### src/rtl/cas_pkg.sv
// Shared types and defaults for the MSX cassette FSK player.
// 1200-baud MSX framing: start bit, 8 data bits LSB first, two stop bits.
package cas_pkg;

    typedef enum logic [2:0] {
        IDLE  = 3'd0,
        HDR   = 3'd1,
        START = 3'd2,
        DATA  = 3'd3,
        STOP  = 3'd4
    } state_t;

    typedef enum logic [1:0] {
        CMD_DATA  = 2'b00,
        CMD_SHORT = 2'b01,
        CMD_LONG  = 2'b10,
        CMD_RSVD  = 2'b11
    } cmd_t;

    localparam int DEF_HALF_2400 = 746;
    localparam int DEF_LONG_HDR  = 16000;
    localparam int DEF_SHORT_HDR = 4000;
    localparam int DEF_CNT_W     = 16;

endpackage

### src/rtl/cas_fsk_player_if.sv
// Byte/command stream into the cassette player.
// Source holds data and hdr stable until the valid/ready handshake.
interface cas_fsk_player_if;

    logic       s_valid;
    logic       s_ready;
    logic [7:0] s_data;
    logic [1:0] s_hdr;

    modport master (
        output s_valid,
        output s_data,
        output s_hdr,
        input  s_ready
    );

    modport slave (
        input  s_valid,
        input  s_data,
        input  s_hdr,
        output s_ready
    );

endinterface

### src/rtl/cas_bit_gen.sv
// One FSK bit: tick counter within a half-cycle, half-cycle index within a bit.
// A "0" is one 1200 Hz cycle, a "1" is two 2400 Hz cycles; both start high.
module cas_bit_gen #(
    parameter int HALF  = 746,
    parameter int CNT_W = 16
) (
    input  logic clk,
    input  logic reset,
    input  logic adv,
    input  logic start,
    input  logic bit_val,
    output logic level,
    output logic cyc_done,
    output logic bit_done
);

    logic [CNT_W-1:0] tick_q, tick_d;
    logic [1:0]       half_q, half_d;
    logic             wrap;

    // Advance tick/half counters; start realigns to the top of a bit
    always_comb begin
        tick_d   = tick_q;
        half_d   = half_q;
        wrap     = adv && (tick_q == CNT_W'(HALF - 1));
        cyc_done = wrap && half_q[0];
        bit_done = wrap && (half_q == 2'd3);
        level    = bit_val ? ~half_q[0] : ~half_q[1];
        if (start) begin
            tick_d = '0;
            half_d = '0;
        end else if (wrap) begin
            tick_d = '0;
            half_d = half_q + 2'd1;
        end else if (adv) begin
            tick_d = tick_q + CNT_W'(1);
        end
    end

    // Counter registers
    always_ff @(posedge clk or posedge reset) begin
        if (reset) begin
            tick_q <= '0;
            half_q <= '0;
        end else begin
            tick_q <= tick_d;
            half_q <= half_d;
        end
    end

endmodule

### src/rtl/cas_fsk_player.sv
// Cassette playback transmitter: bytes/headers in, MSX FSK square wave out.
// Everything but the input handshake is gated by clk_en and the motor bit.
module cas_fsk_player
    import cas_pkg::*;
#(
    parameter int HALF_2400 = DEF_HALF_2400,
    parameter int LONG_HDR  = DEF_LONG_HDR,
    parameter int SHORT_HDR = DEF_SHORT_HDR,
    parameter int CNT_W     = DEF_CNT_W
) (
    input  logic              clk,
    input  logic              reset,
    input  logic              clk_en,
    input  logic              motor,
    cas_fsk_player_if.slave   s,
    output logic              busy,
    output logic              cas_out
);

    state_t           state_q, state_d;
    logic [7:0]       shift_q, shift_d;
    logic [2:0]       idx_q, idx_d;
    logic [CNT_W-1:0] cyc_q, cyc_d;
    logic             long_q, long_d;
    logic             ready_q, ready_d;

    logic             acc;
    logic             adv;
    logic             is_hdr;
    logic             bit_val;
    logic             level;
    logic             cyc_done;
    logic             bit_done;
    logic [CNT_W-1:0] hdr_last;
    cmd_t             cmd;

    assign s.s_ready = ready_q & motor;
    assign acc       = s.s_valid & s.s_ready;
    assign adv       = clk_en & motor;
    assign cmd       = cmd_t'(s.s_hdr);
    assign is_hdr    = (cmd == CMD_SHORT) || (cmd == CMD_LONG);
    assign hdr_last  = long_q ? CNT_W'(LONG_HDR - 1)
                              : CNT_W'(SHORT_HDR - 1);

    cas_bit_gen #(
        .HALF  (HALF_2400),
        .CNT_W (CNT_W)
    ) u_bit_gen (
        .clk      (clk),
        .reset    (reset),
        .adv      (adv),
        .start    (acc),
        .bit_val  (bit_val),
        .level    (level),
        .cyc_done (cyc_done),
        .bit_done (bit_done)
    );

    // Frame state register
    always_ff @(posedge clk or posedge reset) begin
        if (reset) state_q <= IDLE;
        else       state_q <= state_d;
    end

    // Frame sequencing: one start, eight data, two stop, or N header cycles
    always_comb begin
        state_d = state_q;
        case (state_q)
            IDLE:  if (acc) state_d = is_hdr ? HDR : START;
            START: if (bit_done) state_d = DATA;
            DATA:  if (bit_done && idx_q == 3'd7) state_d = STOP;
            STOP:  if (bit_done && idx_q[0]) state_d = IDLE;
            HDR:   if (cyc_done && cyc_q == hdr_last) state_d = IDLE;
            default: state_d = IDLE;
        endcase
    end

    // Current bit value and line level
    always_comb begin
        busy = (state_q != IDLE);
        case (state_q)
            DATA:      bit_val = shift_q[0];
            STOP, HDR: bit_val = 1'b1;
            default:   bit_val = 1'b0;
        endcase
        cas_out = busy & level;
    end

    // Shift register, bit index, header cycle count, ready
    always_comb begin
        shift_d = shift_q;
        idx_d   = idx_q;
        cyc_d   = cyc_q;
        long_d  = long_q;
        ready_d = (state_q == IDLE) && !acc;
        if (acc) begin
            shift_d = s.s_data;
            idx_d   = '0;
            cyc_d   = '0;
            long_d  = (cmd == CMD_LONG);
        end else begin
            if (bit_done && (state_q == DATA || state_q == STOP))
                idx_d = idx_q + 3'd1;
            if (bit_done && state_q == DATA)
                shift_d = {1'b0, shift_q[7:1]};
            if (cyc_done && state_q == HDR)
                cyc_d = cyc_q + CNT_W'(1);
        end
    end

    // Datapath registers
    always_ff @(posedge clk or posedge reset) begin
        if (reset) begin
            shift_q <= '0;
            idx_q   <= '0;
            cyc_q   <= '0;
            long_q  <= 1'b0;
            ready_q <= 1'b0;
        end else begin
            shift_q <= shift_d;
            idx_q   <= idx_d;
            cyc_q   <= cyc_d;
            long_q  <= long_d;
            ready_q <= ready_d;
        end
    end

endmodule

### src/flat_wrapper.sv
// flat-port wrapper written by rule: the top's interface ports become plain ports
module cas_fsk_player_flat import cas_pkg::*;
#(
    parameter int HALF_2400 = DEF_HALF_2400,
    parameter int LONG_HDR  = DEF_LONG_HDR,
    parameter int SHORT_HDR = DEF_SHORT_HDR,
    parameter int CNT_W     = DEF_CNT_W
)
  (clk, reset, clk_en, motor, busy, cas_out, s_s_valid, s_s_data, s_s_hdr, s_s_ready);
  cas_fsk_player_if s_i ();
  input  logic clk;
  input  logic reset;
  input  logic clk_en;
  input  logic motor;
  output logic busy;
  output logic cas_out;
  input wire logic [$bits(s_i.s_valid)-1:0] s_s_valid;
  input wire logic [$bits(s_i.s_data)-1:0] s_s_data;
  input wire logic [$bits(s_i.s_hdr)-1:0] s_s_hdr;
  output wire logic [$bits(s_i.s_ready)-1:0] s_s_ready;
  assign s_i.s_valid = s_s_valid;
  assign s_i.s_data = s_s_data;
  assign s_i.s_hdr = s_s_hdr;
  assign s_s_ready = s_i.s_ready;
  cas_fsk_player #(.HALF_2400(HALF_2400), .LONG_HDR(LONG_HDR), .SHORT_HDR(SHORT_HDR), .CNT_W(CNT_W)) u_core (.clk(clk), .reset(reset), .clk_en(clk_en), .motor(motor), .s(s_i), .busy(busy), .cas_out(cas_out));
endmodule
### config.mk
export PLATFORM = sky130hd
export DESIGN_NAME = cas_fsk_player_flat
export DESIGN_NICKNAME = d
export VERILOG_FILES = /design/src/rtl/cas_pkg.sv /design/src/rtl/cas_fsk_player_if.sv /design/src/rtl/cas_bit_gen.sv /design/src/rtl/cas_fsk_player.sv /design/src/flat_wrapper.sv
export SDC_FILE = /design/constraint.sdc
export NUM_CORES = 1
export LEC_CHECK = 0
export ABC_AREA = 1
export BUFFER_PORTS_ARGS = -buffer_cell sky130_fd_sc_hd__buf_2
export CAP_MARGIN = 20
export CORE_ASPECT_RATIO = 0.8
export CORE_UTILIZATION = 40
export DETAILED_ROUTE_END_ITERATION = 6
export GPL_TIMING_DRIVEN = 0
export MAX_ROUTING_LAYER = met4
export PLACE_DENSITY = 0.59
export SLEW_MARGIN = 20
export SYNTH_ARGS = -nofsm -noshare
export SYNTH_HDL_FRONTEND = slang
export SYNTH_SLANG_ARGS = --single-unit
### constraint.sdc
create_clock -name clk -period 1.63 [get_ports clk]
set_input_delay 0.2445 -clock clk [delete_from_list [all_inputs] [get_ports clk]]
set_output_delay 0.2445 -clock clk [all_outputs]
set_load 0.05 [all_outputs]
Yosys cells after proc, flatten, opt, wreduce, memory -nomap -nowiden
Cells that the tools add are included.
{"block": "word_totals", "word_cells": 76, "inputBits": 15, "output_inout_bits": 3, "ff_bits": 50}
{"block": "classes", "n_eq_ne": 15, "muxes": 21, "n_addsub": 4, "n_reduce_logical": 22, "n_bitwise": 6}
{"cell": "2-to-1 mux 16 bit", "count": 5}
{"cell": "adder 16 x 1 -> 16 bit (second input constant)", "count": 2}
{"cell": "2-to-1 mux 3 bit", "count": 7}
{"cell": "== test 16 x 10 -> 1 bit (second input constant)", "count": 1}
{"cell": "== test 16 bit", "count": 1}
{"cell": "2-to-1 mux 8 bit", "count": 2}
{"cell": "one-hot mux 3 bit (5 select lines)", "count": 1}
{"cell": "2-to-1 mux 14 bit", "count": 1}
{"cell": "logical AND 1 bit", "count": 10}
{"cell": "inequality test 2 x 1 -> 1 bit (second input constant)", "count": 5}
{"cell": "nonzero test 2 bit", "count": 4}
{"cell": "== test 3 x 2 -> 1 bit (second input constant)", "count": 2}
{"cell": "== test 3 bit (second input constant)", "count": 2}
{"cell": "2-to-1 mux 2 bit", "count": 3}
{"cell": "nonzero test 3 bit", "count": 2}
{"cell": "AND reduction 5 bit", "count": 1}
{"cell": "bitwise AND 1 bit", "count": 4}
{"cell": "== test 2 bit (second input constant)", "count": 2}
{"cell": "adder 3 x 1 -> 3 bit (second input constant)", "count": 1}
{"cell": "== test 3 x 1 -> 1 bit (second input constant)", "count": 1}
{"cell": "logical NOT 3 bit", "count": 1}
{"cell": "adder 2 x 1 -> 2 bit (second input constant)", "count": 1}
{"cell": "== test 2 x 1 -> 1 bit (second input constant)", "count": 1}
{"cell": "logical OR 1 bit", "count": 2}
{"cell": "5 further kinds", "count": 6}

Logic depth before layout (Yosys ltp)
{"block": "logic_depth", "word_depth": 6, "mapped_depth": 11, "depth_no_buf": 11}

Modules after synthesis
A second synthesis with hierarchy kept.
{"block": "unflattened", "cells_unflattened": 412, "area_unflattened_um2": 2985.4}
{"module": "cas_fsk_player", "seq_area_each_um2": 800.8, "area_per_inst_um2": 1841.8, "instances": 1, "cells_each": 256}
{"module": "cas_bit_gen", "seq_area_each_um2": 450.4, "area_per_inst_um2": 1143.6, "instances": 1, "cells_each": 156}

Least setup slack after synthesis
OpenSTA, ideal clock, no wires.
{"block": "synth_path", "path_kind": "reg2out", "startpoint": "register u_core.state_q[2]", "endpoint": "output port cas_out", "n_path_buf": 0, "arrival_ns": 1.826, "required_time_ns": 1.385, "path_stages_with_launch": 7, "slack_ns": -0.440, "cell_sequence": "dfrtp_1 -> inv_1 -> nand2_1 -> nor2_1 -> inv_1 -> o21ai_0 -> a21oi_1"}
{"block": "synth_via", "word_cells_on_any_way": 8, "classes_between": "3 x eq/ne; 2 x mux; 1 x bitwise; 2 x reduce/logical"}
{"element": "start, declared", "line_no": "cas_fsk_player.sv:20", "rtl": "state_t state_q, state_d;"}
{"element": "start signal, assigned", "line_no": "cas_fsk_player.sv:62", "rtl": "else state_q <= state_d;"}
{"element": "nonzero test 3 bit", "line_no": "cas_fsk_player.sv:80", "rtl": "busy = (state_q != IDLE);"}
{"element": "via busy", "line_no": "flat_wrapper.sv:15", "rtl": "output logic busy;"}
{"element": "bitwise AND 1 bit", "line_no": "cas_fsk_player.sv:86", "rtl": "cas_out = busy & level;"}
{"element": "end, declared", "line_no": "flat_wrapper.sv:16", "rtl": "output logic cas_out;"}
The timed path passes the listed nets, and every way through them passes these cells.

Final worst setup path
{"block": "layout_path", "startpoint": "register u_core.state_q[0]", "endpoint": "output port cas_out"}
{"block": "layout_via", "elab_chain_len": 5, "word_cells_on_any_way": 8, "classes_between": "3 x eq/ne; 2 x mux; 1 x bitwise; 2 x reduce/logical"}
{"element": "== test 3 x 1 -> 1 bit / == test 3 bit (equally long branches)", "line_no": "cas_fsk_player.sv:81", "rtl": "case (state_q)"}
{"element": "OR reduction 2 bit", "line_no": "cas_fsk_player.sv:81"}
{"element": "one-hot mux 1 bit (2 select lines)", "line_no": "cas_fsk_player.sv:81"}
{"element": "2-to-1 mux 1 bit", "line_no": "cas_bit_gen.sv:28", "rtl": "level = bit_val ? ~half_q[0] : ~half_q[1];"}
{"element": "bitwise AND 1 bit *", "line_no": "cas_fsk_player.sv:86"}
Mark *: on every way between the ends. The rest lies on a longest branch, timed or not.

==> metrics.cfg <==
[run_status]
status = finished, violations left
violations = negative setup slack

[cts]
htree_num_levels = 2
worstSkewPairLatency_ns = 0.31
tritoncts = built
cts_buffer_depth = 2
cts_buffers = 5
cts-root-buf = clkbuf_8
clkTransAtPathRegs_ns = 0.09
cts.sinks = 50

[yosys]
yosysWarnings = 0
synth_area_um2 = 3110
synth_top_area_share_pct = 40.2
synth-seq-cells = 50
synthDistinctLibCells = 34
ys_top_cells_by_area = dfrtp_1, nand2_1, nand3_1
syn_nets = 452
yosysSeqAreaShare_pct = 40.2
yosysTopAreaCell = dfrtp_1
synthCells = 430
syn_area_per_cell_um2 = 7.24

[global_routing]
grt_use_total_pct = 20.1
antenna_found_initial = 0
grt_first_pass_wirelength_um = 12400
grt_pass1_vias = 2599
grt_max_degree = 51
grt_overflow = 0

[worst_hold_path]
hold_class = in -> async

[route]
wl_um = 7840
firstDrtPassIters = 5
route.detailed.drc = 0
wl_per_cell_um = 13.4
drt-initial-drc-count = 210
vias = 2909
ant_nets = 0
routed_via_density = 4.96

[cells_and_area]
syn_to_final_growth_pct = 25.9
antennaDiodeCount = 0
final_common_cell = nand2_1
final_cells = 586
final_cell_mix = nand2_1, nor2_1, dfrtp_1
final_layout_size_suffix_gt1_share_pct = 27.9
final_net_count = 502

[timing]
setup_viol = 2
post-route-period-util_pct = 112
skew_ns = 0.00859
slew_violations = 0
hold_viol = 0
fin_hold_ws_ns = 0.0254
worst_pin_slew_ns = 0.637
fin_tns_setup_ns = -0.215
fin_ws_ns = -0.194
slew_headroom_pct = 57.6
fin_crit_ns = 1.82
rsz0062_at_grt = yes
clock.fmax_ghz = 0.548

[power_and_ir_drop]
power_density_nw_per_um2 = 1100
p_leak_nw = 1.89
peakVddDrop_mv = 1.15
finalPower_w = 0.00429

[flow_run]
max_cap_viol_count = 0

[die]
die-area_um2 = 8140
ios = 18
initial_core_util_pct = 41.7
coreArea_um2 = 7460
die_x_um = 101
die_y_um = 80.9
rows = 28

[worst_setup_path]
ff2ff_path_depth = 9
crit_fanout = 4
cp.arrival_ns = 1.58
cp.depth = 6
crit_slowest_cell = dfrtp_2
worst_setup_path_start_kind = register
cp.required_ns = 1.39
worstSetupEndpointType = output port
cp_cell_sequence = inv_2, nor3_4, nor3_2, o21ai_2, a21oi_4, buf_6
crit_family = flip-flops
critPathMaxStageDelay_ns = 0.47
critPathBufInv = 2
crit_type = reg -> out

[place]
pre_cts_ws_ns = -0.166
dp.cells = 552
port_buffers = 17
hpwl_um = 5140
place_congestion = 0.901

power by group:
| group | internal (W) | switching (W) | total [W] |
|---|---|---|---|
| clock network | 0.000344 | 0.000418 | 0.000762 |
| registers | 0.00147 | 0.000188 | 0.00166 |
| logic | 0.000751 | 0.00113 | 0.00188 |
| total | 0.00256 | 0.00173 | 0.00429 |
synth_stat cells:
cell type  number
a21oi_1         9
buf_2           3
a21oi_2         1
o211a_1         1
o211ai_1        1
nand2_4         1
o21ai_0        26
nand2_1       109
nor3_2          1
o21ai_4         1
inv_1          55
nor2_4          3
nand2_2         4
o21bai_2        1
xnor2_1         1
nand3_2         2
nand3b_1        1
clkbuf_1        3
buf_4           1
xor2_1         15
inv_2           3
buf_1           1
nor3_1         13
dfrtp_1        50
nand3_4         1
nor2_1         53
o22ai_1         1
o21ai_2         2
nand3_1        43
buf_6           1
and3_1          1
nand4_1        10
ha_1            7
nor2_2          5
layout make-up:
class / instances / area, um^2
Buffer: 9 / 60.1
Timing Repair Buffer: 43 / 308
Tap cell: 105 / 131
Inverter: 58 / 223
Clock buffer: 7 / 86.3
Sequential cell: 50 / 1260
Clock inverter: 1 / 5.00
Fill cell: 737 / 3550
Multi-Input combinational cell: 313 / 1850
path summary, 6_finish.rpt:
| check | start | to | slack (ns) |
|---|---|---|---|
| worst max-delay path | u_core.state_q[0]$_DFFE_PP0P_ | cas_out | -0.19 |
| worst min-delay path | reset | u_core.u_bit_gen.tick_q[4]$_DFFE_PP0P_ | 0.03 |
| worst max register to register | u_core.u_bit_gen.tick_q[1]$_DFFE_PP0P_ | u_core.shift_q[2]$_DFFE_PP0P_ | 0.03 |
| worst min register to register | u_core.idx_q[1]$_DFFE_PP0P_ | u_core.idx_q[1]$_DFFE_PP0P_ | 0.50 |
| max in group asynchronous | reset | u_core.state_q[1]$_DFFE_PP0P_ | 1.15 |
| min in group clk | s_s_data[7] | u_core.shift_q[7]$_DFFE_PP0P_ | 0.15 |
stage by stage:
| stage | cell area, um^2 | util (%) |
|---|---|---|
| after floorplan | 3130 | - |
| after global placement | 3350 | 44.9 |
| after detailed placement | 3350 | 44.9 |
| after CTS | 3580 | 48.0 |
| after global routing | 3920 | 52.5 |
| final | 3920 | 52.5 |
flip-flops by register name, summed over array words and instances, names as in the netlist:
name                     flops
u_core.u_bit_gen.half_q      2
u_core.ready_q               1
u_core.long_q                1
u_core.u_bit_gen.tick_q     16
u_core.shift_q               8
u_core.idx_q                 3
u_core.cyc_q                16
u_core.state_q               3
timing repair:
item / CTS / global route
gates resized for setup: 20 / 71
pin swaps: 8 / 23
endpoints found under the setup margin: 33 / 41
setup buffers: 10 / 13
hold buffers: 0 / 0
gates cloned: 0 / 3
worst register-to-register path: stages, from the launching register on:
cell and delay (ns):
dfrtp_1 0.40, inv_2 0.08, ha_4 0.15, nand3_4 0.08, nor2_4 0.20, nand3_4 0.13, o21ai_4 0.22, buf_6 0.15
nand2_1 0.06, o21ai_2 0.06
logic make-up (layout without fill, tap and decap cells):
logic type      after synthesis  count (layout)  synth area share (%)
fa+ha+maj                     7               7                  2.81
simple gates                247             247                  35.8
buf+inv                      67             118                  8.56
xor+xnor                     16              16                  4.50
compound gates               43              43                  8.12
flops                        50              50                  40.2
layer usage:
| layer | part of all wire (%) | track usage (%) | wire [um] | up-vias |
|---|---|---|---|---|
| li1 | - | - | - | 1479 |
| met1 | 52 | 29.5 | 4060 | 1350 |
| met2 | 43 | 28.6 | 3340 | 70 |
| met3 | 4.5 | 3.27 | 349 | 10 |
| met4 | 1.0 | 5.07 | 79 | 0 |
| met5 | 0 | - | 0 | - |
Power figures use the tool's default switching activity.
